--- src/rtl/link_status_2_pkg.sv ---
// Link Status 2 field positions, access masks and a packed view of the register.
package link_status_2_pkg;

    localparam int LS2_W = 16;

    localparam int LS2_CUR_DEEMPH_BIT   = 0;
    localparam int LS2_EQ_8GT_CPL_BIT   = 1;
    localparam int LS2_EQ_PH1_BIT       = 2;
    localparam int LS2_EQ_PH2_BIT       = 3;
    localparam int LS2_EQ_PH3_BIT       = 4;
    localparam int LS2_EQ_REQ_8GT_BIT   = 5;
    localparam int LS2_RETIMER_BIT      = 6;
    localparam int LS2_TWO_RETIMERS_BIT = 7;
    localparam int LS2_XLINK_LO_BIT     = 8;
    localparam int LS2_XLINK_HI_BIT     = 9;
    localparam int LS2_FLIT_MODE_BIT    = 10;
    localparam int LS2_RSVDZ_BIT        = 11;
    localparam int LS2_DS_PRES_LO_BIT   = 12;
    localparam int LS2_DS_PRES_HI_BIT   = 14;
    localparam int LS2_DRS_RCVD_BIT     = 15;

    localparam logic [LS2_W-1:0] LS2_RW1C_MASK  = 16'h8020;
    localparam logic [LS2_W-1:0] LS2_RO_MASK    = 16'h77DF;
    localparam logic [LS2_W-1:0] LS2_RSVDZ_MASK = 16'h0800;

    typedef struct packed {
        logic       drs_msg_rcvd;
        logic [2:0] ds_comp_pres;
        logic       rsvdz;
        logic       flit_mode;
        logic [1:0] crosslink_res;
        logic       two_retimers;
        logic       retimer_pres;
        logic       eq_req_8gt;
        logic [2:0] eq_phase_ok;
        logic       eq_8gt_cpl;
        logic       cur_deemph;
    } link_status_2_t;

endpackage

--- src/rtl/link_status_2_sync.sv ---
// SYNC_STAGES-deep 16-bit flop chain for level status; wires straight through at depth 0.
module link_status_2_sync
    import link_status_2_pkg::*;
#(
    parameter int SYNC_STAGES = 2
) (
    input  logic             clk,
    input  logic             rst_n,
    input  logic [LS2_W-1:0] d_i,
    output logic [LS2_W-1:0] q_o
);

    generate
        if (SYNC_STAGES == 0) begin : g_bypass
            assign q_o = d_i;
        end else begin : g_chain
            logic [SYNC_STAGES-1:0][LS2_W-1:0] chain_q;

            always_ff @(posedge clk or negedge rst_n) begin
                if (!rst_n) begin
                    chain_q <= '0;
                end else begin
                    chain_q[0] <= d_i;
                    for (int s = 1; s < SYNC_STAGES; s++) begin
                        chain_q[s] <= chain_q[s-1];
                    end
                end
            end

            assign q_o = chain_q[SYNC_STAGES-1];
        end
    endgenerate

endmodule

--- src/rtl/link_status_2_regfile.sv ---
// Per-link PCIe Link Status 2 registers: synchronised RO fields, RW1C event bits,
// single-outstanding valid/ready config access and a maskable per-link event irq.
module link_status_2_regfile
    import link_status_2_pkg::*;
#(
    parameter  int NUM_LINKS   = 4,
    parameter  int SYNC_STAGES = 2,
    localparam int IDX_W       = (NUM_LINKS > 1) ? $clog2(NUM_LINKS) : 1
) (
    input  logic                              clk,
    input  logic                              rst_n,
    input  logic [NUM_LINKS-1:0][LS2_W-1:0]   hw_status,
    input  logic [NUM_LINKS-1:0]              hw_eq_req_set,
    input  logic [NUM_LINKS-1:0]              hw_drs_set,
    input  logic [NUM_LINKS-1:0]              irq_mask,
    input  logic                              cfg_req_valid,
    output logic                              cfg_req_ready,
    input  logic                              cfg_req_write,
    input  logic [IDX_W-1:0]                  cfg_req_link,
    input  logic [LS2_W-1:0]                  cfg_req_wdata,
    output logic                              cfg_rsp_valid,
    input  logic                              cfg_rsp_ready,
    output logic [LS2_W-1:0]                  cfg_rsp_rdata,
    output logic                              cfg_rsp_err,
    output logic [NUM_LINKS-1:0][LS2_W-1:0]   status_q,
    output logic [NUM_LINKS-1:0]              irq
);

    logic [NUM_LINKS-1:0][LS2_W-1:0] sync_status;
    logic [NUM_LINKS-1:0][LS2_W-1:0] status_d;
    logic [NUM_LINKS-1:0]            irq_q;
    logic                            rsp_valid_q, rsp_err_q;
    logic [LS2_W-1:0]                rsp_rdata_q;
    logic                            accept, in_range, wr_hit;

    generate
        for (genvar i = 0; i < NUM_LINKS; i++) begin : g_link
            link_status_2_sync #(.SYNC_STAGES(SYNC_STAGES)) u_sync (
                .clk   (clk),
                .rst_n (rst_n),
                .d_i   (hw_status[i]),
                .q_o   (sync_status[i])
            );

            link_status_2_t cur;
            assign cur = link_status_2_t'(status_q[i]);

            always_ff @(posedge clk or negedge rst_n) begin
                if (!rst_n) irq_q[i] <= 1'b0;
                else        irq_q[i] <= (cur.eq_req_8gt | cur.drs_msg_rcvd) & ~irq_mask[i];
            end
        end
    endgenerate

    assign cfg_req_ready = !rsp_valid_q || cfg_rsp_ready;
    assign accept        = cfg_req_valid && cfg_req_ready;
    assign in_range      = int'(cfg_req_link) < NUM_LINKS;
    assign wr_hit        = accept && cfg_req_write && in_range;

    // Set is OR-ed after the clear so a same-cycle hardware event wins.
    always_comb begin
        status_d = '0;
        for (int i = 0; i < NUM_LINKS; i++) begin
            logic [LS2_W-1:0] set_v, clr_v;
            set_v = '0;
            set_v[LS2_EQ_REQ_8GT_BIT] = hw_eq_req_set[i];
            set_v[LS2_DRS_RCVD_BIT]   = hw_drs_set[i];
            clr_v = (wr_hit && int'(cfg_req_link) == i) ? (cfg_req_wdata & LS2_RW1C_MASK) : '0;
            status_d[i] = (sync_status[i] & LS2_RO_MASK)
                        | (((status_q[i] & ~clr_v) | set_v) & LS2_RW1C_MASK);
        end
    end

    always_ff @(posedge clk or negedge rst_n) begin
        if (!rst_n) status_q <= '0;
        else        status_q <= status_d;
    end

    always_ff @(posedge clk or negedge rst_n) begin
        if (!rst_n) begin
            rsp_valid_q <= 1'b0;
            rsp_err_q   <= 1'b0;
            rsp_rdata_q <= '0;
        end else if (accept) begin
            rsp_valid_q <= 1'b1;
            rsp_err_q   <= !in_range;
            rsp_rdata_q <= (!cfg_req_write && in_range) ? status_q[cfg_req_link] : '0;
        end else if (cfg_rsp_ready) begin
            rsp_valid_q <= 1'b0;
        end
    end

    assign cfg_rsp_valid = rsp_valid_q;
    assign cfg_rsp_err   = rsp_err_q;
    assign cfg_rsp_rdata = rsp_rdata_q;
    assign irq           = irq_q;

endmodule

--- config.mk ---
export PLATFORM = sky130hd
export DESIGN_NAME = link_status_2_regfile
export DESIGN_NICKNAME = d
export VERILOG_FILES = /design/src/rtl/link_status_2_pkg.sv /design/src/rtl/link_status_2_sync.sv /design/src/rtl/link_status_2_regfile.sv
export SDC_FILE = /design/constraint.sdc
export NUM_CORES = 1
export LEC_CHECK = 0
export CAP_MARGIN = 0
export CORE_ASPECT_RATIO = 0.5
export CORE_MARGIN = 2
export CORE_UTILIZATION = 51
export CTS_CLUSTER_SIZE = 30
export DETAILED_ROUTE_END_ITERATION = 12
export PLACE_DENSITY = 0.85
export SLEW_MARGIN = 5
export SYNTH_ARGS = -nofsm -noshare
export SYNTH_HDL_FRONTEND = slang
export SYNTH_HIERARCHICAL = 1
export SYNTH_SLANG_ARGS = --single-unit
--- constraint.sdc ---
create_clock -name clk -period 3 [get_ports clk]
set_clock_uncertainty 0.1 [all_clocks]
set_input_delay 0.6 -clock clk [delete_from_list [all_inputs] [get_ports clk]]
set_output_delay 0.6 -clock clk [all_outputs]
set_load 0.005 [all_outputs]
### Yosys cells after proc, flatten, opt, wreduce, memory -nomap -nowiden

Index checks and enable logic that the tools add are counted.

* $lt $le $gt $ge: 1
* equal/unequal tests: 3
* muxes and demuxes: 9
* bitwise gates (word level): 28
* reductions and logical operators: 10

Operators by type and width (number)
* two-way mux 16 bit: 6
* bitwise AND 16 bit: 4
* inverter 16 bit: 4
* bitwise OR 15 x 16 -> 16 bit: 4
* bitwise OR 16 bit: 4
* binary-select mux 16 bit (select 2 bit): 1
* logical AND 1 bit: 6
* bitwise AND 1 bit: 4
* equality test 2 bit, second input constant: 2
* inverter 1 bit: 4
* bitwise OR 1 bit: 4
* < comparator 2 x 3 -> 1 bit, second input constant: 1
* equality test 2 x 1 -> 1 bit, second input constant: 1
* zero test 2 bit: 1
* two-way mux 1 bit: 2
* nonzero test 2 bit: 1
* zero test 1 bit: 1
* logical OR 1 bit: 1

* register bits: 205
* input bits: 99
* output and inout port bits: 87
* word-level logic and storage cells: 69

### Longest topological paths before layout

Gate-level depths: netlist (run 1).

* depth after elaboration: 10
* depth in mapped cells: 5
* gate-level depth less buffers: 3

### Modules after synthesis

Netlist (run 1), hierarchy kept.

By module, submodules not included
* link_status_2_sync: instances 4, cells each 48, area an instance 920.9 sq um, sequential area each 800.8 sq um
* link_status_2_regfile: instances 1, cells each 160, area an instance 2827.7 sq um, sequential area each 2001.9 sq um

### Least setup slack after synthesis (run 1)

OpenSTA, ideal clock, no wires.

* path kind: input -> register
* from: input cfg_req_link[0]
* to: register rsp_rdata_q[10] (netlist: cfg_rsp_rdata[10])
* library setup time: 0.121 ns
* arrival time: 1.534 ns
* required time: 2.779 ns
* path slack: 1.245 ns
* stages: 4
* path buffers: 2
* cell sequence: buf_6 -> buf_12 -> mux4_2 -> a22o_1

* cells in the longest elaborated chain, start to end: 3

RTL lines
* start, declared: line link_status_2_regfile.sv:19 `input logic [IDX_W-1:0] cfg_req_link,`
* binary-select mux 16 bit (select 2 bit): line link_status_2_regfile.sv:87 `rsp_rdata_q <= (!cfg_req_write && in_range) ? status_q[cfg_req_link] : '0;`
* two-way mux 16 bit (not written as such): line link_status_2_regfile.sv:87
* two-way mux 16 bit: line link_status_2_regfile.sv:87
* end signal, assigned: line link_status_2_regfile.sv:87
* end, declared: line link_status_2_regfile.sv:33 `logic [LS2_W-1:0] rsp_rdata_q;`

No other way between the ends. The select of a mux whose other input is x is not followed.
A chain may end at the register's enable or synchronous reset.

### Worst setup path in the final report (run 1)

* from: input cfg_rsp_ready
* to: output cfg_req_ready

* cells in the longest elaborated chain, start to end: 1

RTL lines
* start, declared: line link_status_2_regfile.sv:22 `input logic cfg_rsp_ready,`
* logical OR 1 bit: line link_status_2_regfile.sv:55 `assign cfg_req_ready = !rsp_valid_q || cfg_rsp_ready;`
* end, declared: line link_status_2_regfile.sv:17 `output logic cfg_req_ready,`

No other way between the ends.

==> results.ini, run 1 <==
[sta]
worst_pin_slew_ns=0.712
whs_ns=0.0785
hold_violations=0
fin_tns_setup_ns=0
maxSlewHeadroom=0.524
slew_violations=0
period_needed_ns=2.41
fmax_mhz=415
postLayoutSetupSlackWorst_ns=0.589
finalCritPeriodShare=0.804
setup_viol_count_final=0
rsz0062_at_grt=no

[die]
num_rows=27
io_pins=186
die_w_um=155
dieArea_um2=12300
core_um2=11000
initial_utilization=0.527
dieHeight_um=79.5

[flow_run]
maxCapViolations=0

[grt]
grt_pass1_wl_um=17200
grt_antenna_before_repair=0
overflow=0
grtUsageTotal=0.194
grt_pass1_vias=3065
grt_max_degree=71

[worst_setup_path]
crit_path_frequent_cell=clkdlybuf4s50_1
max_stage_delay_ns=0.52
crit_arrival_ns=1.71
cp-start-kind=primary input
cp_max_fo=3
worstSetupEndpointType=output port
worst-path-buf-inv=2
critical_path_class=primary input to output port
crit_family=buffers and inverters
critPathSlowestCell=clkdlybuf4s50_1
crit_chain=clkdlybuf4s50_1 -> nand2b_1 -> clkdlybuf4s50_1
required_ns=2.30

[detailed_routing]
top_layer_used=met4
post_drt_wl_per_cell_um=18.6
wl_met3_um=472
dr.pass1.iters=4
first_iter_violations=102
drtAntennaViolNets=0
dr_wl_met2_um=5850
viasPerCell=4.80
met1_length_um=4520
post-route-drc-count=0
drt-total-wl_um=11000
num_vias=2840

[clocking]
cts_sinks=184
cts_tree=yes
cts_resized=0
path_clk_slew_ns=0.07
cts_buffers=17
ctsHoldBuffers=0
cts.htree.levels=4
cts_root_buf=clkbuf_16
cts_buffer_depth=2
postCtsSetupBuffers=0
worstSkewPairLatency_ns=0.41

[hold_path]
hold_path.class=primary input to asynchronous set/reset pin

[final_layout]
diodes=0
fin_area_um2=7750
stdcell_count=592
seq_area_um2=4600
syn_to_final_growth_pct=33.2
final_net_count=533
nFillCells=685
final_layout_size_suffix_gt1_frac=0.114
multi_input_area_um2=737

[placed_design]
dpl-instance-area_um2=7140
place.gp.congestion=0.766
place_ws_ns=0.529
place_inst=560
hpwl_um=7280
numPortBuffers=153

[run_status]
status=finished clean

[power_and_ir_drop]
power.density_nw_per_um2=693
leakage_nw=3.35
vdd_ir_drop_max_mv=0.422

[synth]
avgSynthCellArea_um2=18.4
netlist_area_um2=5820
ys_warn_count=6
syn-instance-count=316

[final timing paths]
check / to / cells past startpoint / slack [ns] / from
max: cfg_req_ready / 3 / 0.59 / cfg_rsp_ready
min: g_link[2].u_sync/q_o[8] / 1 / 0.08 / rst_n
max reg2reg: cfg_rsp_rdata[9] / 4 / 1.25 / cfg_rsp_valid
min reg2reg: g_link[2].cur[2] / 0 / 0.25 / g_link[2].u_sync/q_o[2]
max in group asynchronous: g_link[3].u_sync/g_chain.chain_q[6] / 2 / 1.97 / rst_n
min in group clk: g_link[2].cur[2] / 0 / 0.25 / g_link[2].u_sync/q_o[2]
[flip-flops by register name, summed over array words and instances, names as in the netlist]
register                       flops
cfg_rsp_rdata                     15
cfg_rsp_valid                      1
g_link.cur                        60
g_link.u_sync/g_chain.chain_q     52
g_link.u_sync/q_o                 52
irq                                4
[report_power, final]
| group | internal, W | leakage [nW] | switching [W] |
|---|---|---|---|
| clock network | 0.00129 | 0.302 | 0.000999 |
| logic | 0.000255 | 0.905 | 0.000148 |
| registers | 0.00262 | 2.14 | 0.0000608 |
| total | 0.00417 | 3.35 | 0.00121 |
[layout by cell type, fill, tap and decap left out, drive strengths merged]
master,instances
a21o,8
a22o,15
and2,3
and2b,2
buf,8
bufinv,2
clkbuf,18
clkdlybuf4s50,152
clkinv,2
clkinvlp,1
conb,6
dfrtp,184
inv,10
mux4,15
nand2,2
nand2b,1
nand4,8
nor2,8
nor2b,1
nor3b,1
[area by class of cell]
| class | count | area share |
|---|---|---|
| Clock inverter | 14 | 0.0228 |
| Tap cell | 145 | 0.0234 |
| Clock buffer | 18 | 0.0566 |
| Timing Repair Buffer | 160 | 0.208 |
| Sequential cell | 184 | 0.594 |
| Inverter | 1 | 0.000484 |
| Multi-Input combinational cell | 70 | 0.0951 |
[per-stage QoR]
step                      power [W]   util
after floorplan             0.00286      -
after global placement      0.00311  0.646
after detailed placement    0.00313  0.646
after CTS                   0.00543  0.702
after global routing        0.00558  0.702
final                       0.00537  0.702
[per-layer routing]
metal	vias up	GRT usage
met5	-	0
met3	16	0.0413
met1	1487	0.246
li1	1246	-
met2	91	0.330
met4	0	0.0843
No activity file was read; power rests on OpenSTA's default activity.
==> run 2: changes to the inputs <==
--- a/config.mk
+++ b/config.mk
@@ -8,10 +8,10 @@
 export CAP_MARGIN = 0
 export CORE_ASPECT_RATIO = 0.5
 export CORE_MARGIN = 2
-export CORE_UTILIZATION = 51
+export CORE_UTILIZATION = 47
 export CTS_CLUSTER_SIZE = 30
 export DETAILED_ROUTE_END_ITERATION = 12
-export PLACE_DENSITY = 0.85
+export PLACE_DENSITY = 0.79
 export SLEW_MARGIN = 5
 export SYNTH_ARGS = -nofsm -noshare
 export SYNTH_HDL_FRONTEND = slang
==> constraint.sdc (replaced) <==
create_clock -name clk -period 2.3 [get_ports clk]
set_clock_uncertainty 0.1 [all_clocks]
set_input_delay 0.46 -clock clk [delete_from_list [all_inputs] [get_ports clk]]
set_output_delay 0.46 -clock clk [all_outputs]
set_load 0.005 [all_outputs]
==> results.ini, run 2 (same netlist as run 1, synthesis figures left out) <==
[run_status]
status=finished clean

[die]
die_w_um=161
dieHeight_um=82.7
core_um2=11900
initial_utilization=0.487
io_pins=186
dieArea_um2=13300
num_rows=28

[sta]
fin_tns_setup_ns=0
slew_violations=0
rsz0062_at_grt=no
fmax_mhz=478
setup_viol_count_final=0
finalCritPeriodShare=0.910
period_needed_ns=2.09
hold_violations=0

[grt]
grtUsageTotal=0.172
overflow=0
grt_max_degree=57
grt_pass1_vias=3106
grt_pass1_wl_um=16700
grt_antenna_before_repair=0

[clocking]
cts_resized=0
cts_sinks=184
path_clk_slew_ns=0.07
worstSkewPairLatency_ns=0.41
cts.htree.levels=4
cts_root_buf=clkbuf_16
ctsHoldBuffers=1
postCtsSetupBuffers=0
cts_buffer_depth=2
cts_buffers=17
cts_tree=yes

[final_layout]
seq_area_um2=4600
final_cell_mix=dfrtp_1, clkdlybuf4s50_1, clkbuf_16
final_common_cell=dfrtp_1
post-route-util=0.660
fin_area_um2=7880
final_layout_size_suffix_gt1_frac=0.119
nFillCells=806
diodes=0
largest_reg_flops=60
syn_to_final_growth_pct=35.4
final_net_count=538
multi_input_area_um2=737

[detailed_routing]
first_iter_violations=125
post-route-drc-count=0
viasPerCell=4.59
dr.pass1.iters=4
post_drt_wl_per_cell_um=17.5
num_vias=2829
drtAntennaViolNets=0
drt-total-wl_um=10800

[power_and_ir_drop]
leakage_nw=3.39
p_sw_w=0.00152
switching_share=0.213
p_seq_frac=0.489
vdd_ir_drop_max_mv=0.509
p_comb_frac=0.076
power.density_nw_per_um2=905
power_frac_clock=0.435
p_total_w=0.00713
p_int_w=0.00561

[placed_design]
place.gp.congestion=0.824
dpl-instance-area_um2=7230
hpwl_um=7240
numPortBuffers=153

[worst_setup_path]
reg2reg_slack_ns=0.81
reg2regPathDepth=5
cp-start-kind=primary input
timing.rr.end=cfg_rsp_rdata[7]
critical_path_class=primary input to output port
reg2reg_from=cfg_rsp_valid
worstSetupEndpointType=output port
cp_max_fo=2
crit_arrival_ns=1.53
required_ns=1.74

[hold_path]
holdCritStartpoint=g_link[2].u_sync/q_o[10]
holdPathEnd=g_link[2].cur[10]
hold_depth=0
hold_path.class=register to register

[flow_run]
maxCapViolations=0

run 2: changes by cell type in the layout (fill, tap and decap cells not counted), moves of 2 or more:
cell,change
buf_12,+3
bufinv_16,+2
inv_6,-2
inv_8,-3
run 2: stage by stage:
stage                     std cells  setup WS, ns  hold slack [ns]
after global routing            617         0.183            0.248
after detailed placement        584         0.111            0.235
after floorplan                 321         0.685           0.0644
after global placement          584         0.124            0.231
final                           617         0.207            0.246
after CTS                       617         0.202            0.249
run 2: worst max-delay path by stage:
stage / startpoint / end / slack [ns]
floorplan: cfg_req_link[0] / cfg_rsp_rdata[10] / 0.68
global placement: cfg_req_link[0] / cfg_rsp_rdata[15] / 0.12
detailed placement: cfg_req_link[0] / cfg_rsp_rdata[7] / 0.11
CTS: cfg_rsp_ready / cfg_req_ready / 0.20
global route: cfg_rsp_ready / cfg_req_ready / 0.18
finish: cfg_rsp_ready / cfg_req_ready / 0.21
run 2: layout make-up:
cell class / count / share of cell area
sequential: 184 / 0.584
timing repair buffer: 165 / 0.214
multi-input combinational: 70 / 0.0935
clock buffer: 18 / 0.0544
clock inverter: 14 / 0.0271
tap: 165 / 0.0262
inverter: 1 / 0.000476
run 2: worst max-delay path, cell delays in order:
cell and delay, ns:
clkdlybuf4s50_1 0.45, nand2b_1 0.12, clkdlybuf4s50_1 0.50
run 2: power by group through the flow:
stage | combinational [W] | sequential (W) | clock (W)
floorplan | 0.000183 | 0.00354 | 0
global placement | 0.000538 | 0.00354 | 0
detailed placement | 0.000549 | 0.00355 | 0
CTS | 0.000554 | 0.00349 | 0.00317
global route | 0.000585 | 0.00351 | 0.00332
finish | 0.000542 | 0.00349 | 0.00310
run 2: layer usage:
layer | GRT usage | vias to the layer above | wire, um | share of wire
li1 | - | 1259 | - | -
met1 | 0.208 | 1485 | 4410 | 0.41
met2 | 0.307 | 77 | 5840 | 0.54
met3 | 0.0485 | 8 | 418 | 0.039
met4 | 0.0589 | 0 | 125 | 0.012
met5 | 0 | - | 0 | 0
==> run 3: changes to the inputs <==
--- a/config.mk
+++ b/config.mk
@@ -6,7 +6,6 @@
 export NUM_CORES = 1
 export LEC_CHECK = 0
 export CAP_MARGIN = 0
-export CORE_ASPECT_RATIO = 0.5
 export CORE_MARGIN = 2
 export CORE_UTILIZATION = 47
 export CTS_CLUSTER_SIZE = 30
==> results.ini, run 3 (same netlist as run 1, synthesis figures left out) <==
[detailed_routing]
post-route-drc-count=0
drt-total-wl_um=10500
first_iter_violations=116
post_drt_wl_per_cell_um=16.9
num_vias=2812
dr.pass1.iters=4
viasPerCell=4.55
drtAntennaViolNets=0

[clocking]
cts_tree=yes
cts_sinks=184
cts_buffers=17
ctsHoldBuffers=1
postCtsSetupBuffers=0
cts_root_buf=clkbuf_16
path_clk_slew_ns=0.06
cts_resized=0
cts_buffer_depth=2
worstSkewPairLatency_ns=0.41
cts.htree.levels=4

[die]
num_rows=40
core_um2=12100
initial_utilization=0.483
dieArea_um2=13300
die_w_um=115
io_pins=186
dieHeight_um=115

[sta]
slew_violations=0
period_needed_ns=2.18
rsz0062_at_grt=no
setup_viol_count_final=0
hold_violations=0
maxSlewHeadroom=0.486
fin_tns_setup_ns=0
postLayoutSetupSlackWorst_ns=0.124
finalCritPeriodShare=0.946
fmax_mhz=460
worst_pin_slew_ns=0.768

[final_layout]
largest_reg_flops=60
final_cell_mix=dfrtp_1, clkdlybuf4s50_1, clkbuf_16
final_common_cell=dfrtp_1
post-route-util=0.647
final_layout_size_suffix_gt1_frac=0.118
syn_to_final_growth_pct=34.2
final_net_count=538
nFillCells=850
diodes=0

[hold_path]
hold_path.class=register to register

[worst_setup_path]
cp_max_fo=2
worstSetupEndpointType=output port
critical_path_class=primary input to output port
required_ns=1.74
crit_arrival_ns=1.62
cp-start-kind=primary input

[grt]
grt_max_degree=61
overflow=0
grt_pass1_vias=3147
grtUsageTotal=0.169
grt_pass1_wl_um=16400
grt_antenna_before_repair=0

[power_and_ir_drop]
vdd_ir_drop_max_mv=0.492
power.density_nw_per_um2=875
p_total_w=0.00683
leakage_nw=3.36

[placed_design]
place.gp.congestion=0.791
numPortBuffers=153
hpwl_um=7260
place_ws_ns=0.0163

[flow_run]
maxCapViolations=0

[run_status]
status=finished clean

run 3: cell count changes in the layout (fill, tap and decap cells not counted):
cell | previous run | this run
clkbuf_8 | 0 | 2
clkbuf_1 | 1 | 0
clkinv_2 | 1 | 3
buf_4 | 6 | 7
bufinv_16 | 4 | 2
inv_8 | 2 | 0
clkinv_4 | 2 | 3
inv_6 | 2 | 1
clkinv_8 | 1 | 0
buf_12 | 5 | 4
run 3: critical path: stages:
cell,delay [ns]
clkdlybuf4s50_1,0.45
nand2b_1,0.11
buf_4,0.11
clkdlybuf4s50_1,0.48
run 3: metal layers:
| layer | part of all wire | GRT usage | vias to the layer above |
|---|---|---|---|
| met5 | 0 | 0 | - |
| met3 | 0.055 | 0.0453 | 27 |
| met4 | 0.031 | 0.0916 | 0 |
| li1 | - | - | 1254 |
| met2 | 0.55 | 0.295 | 100 |
| met1 | 0.36 | 0.189 | 1431 |
run 3: path summary, 6_finish.rpt:
kind,startpoint,cells past startpoint,slack (ns),end
worst max-delay path,cfg_rsp_ready,4,0.12,cfg_req_ready
worst max register to register,cfg_rsp_valid,4,0.60,cfg_rsp_rdata[3]
min in group asynchronous,rst_n,2,0.48,g_link[2].cur[12]
worst min register to register,g_link[2].u_sync/q_o[14],0,0.24,g_link[2].cur[14]
worst min-delay path,g_link[2].u_sync/q_o[14],0,0.24,g_link[2].cur[14]
max in group asynchronous,rst_n,3,0.93,g_link[2].u_sync/q_o[0]
run 3: where the power goes:
part | switching [W] | internal [W]
combinational | 0.000192 | 0.000344
sequential | 0.0000739 | 0.00342
clock | 0.00116 | 0.00165
run 3: area by class of cell:
cell class              count  area, um^2  area share
clock inverters            11         125      0.0160
multi-input cells          70         737      0.0944
flip-flops and latches    184        4600       0.590
well taps                 168         210      0.0269
repair buffers            165        1680       0.215
inverters                   1        3.75    0.000481
clock buffers              19         453      0.0580
run 3: metrics by stage:
step                area [um^2]  cells  hold WS [ns]
finish                     7810    618         0.244
global route               7810    618         0.250
CTS                        7810    618         0.246
detailed placement         7220    587         0.235
global placement           7220    587         0.232
floorplan                  5840    321        0.0644
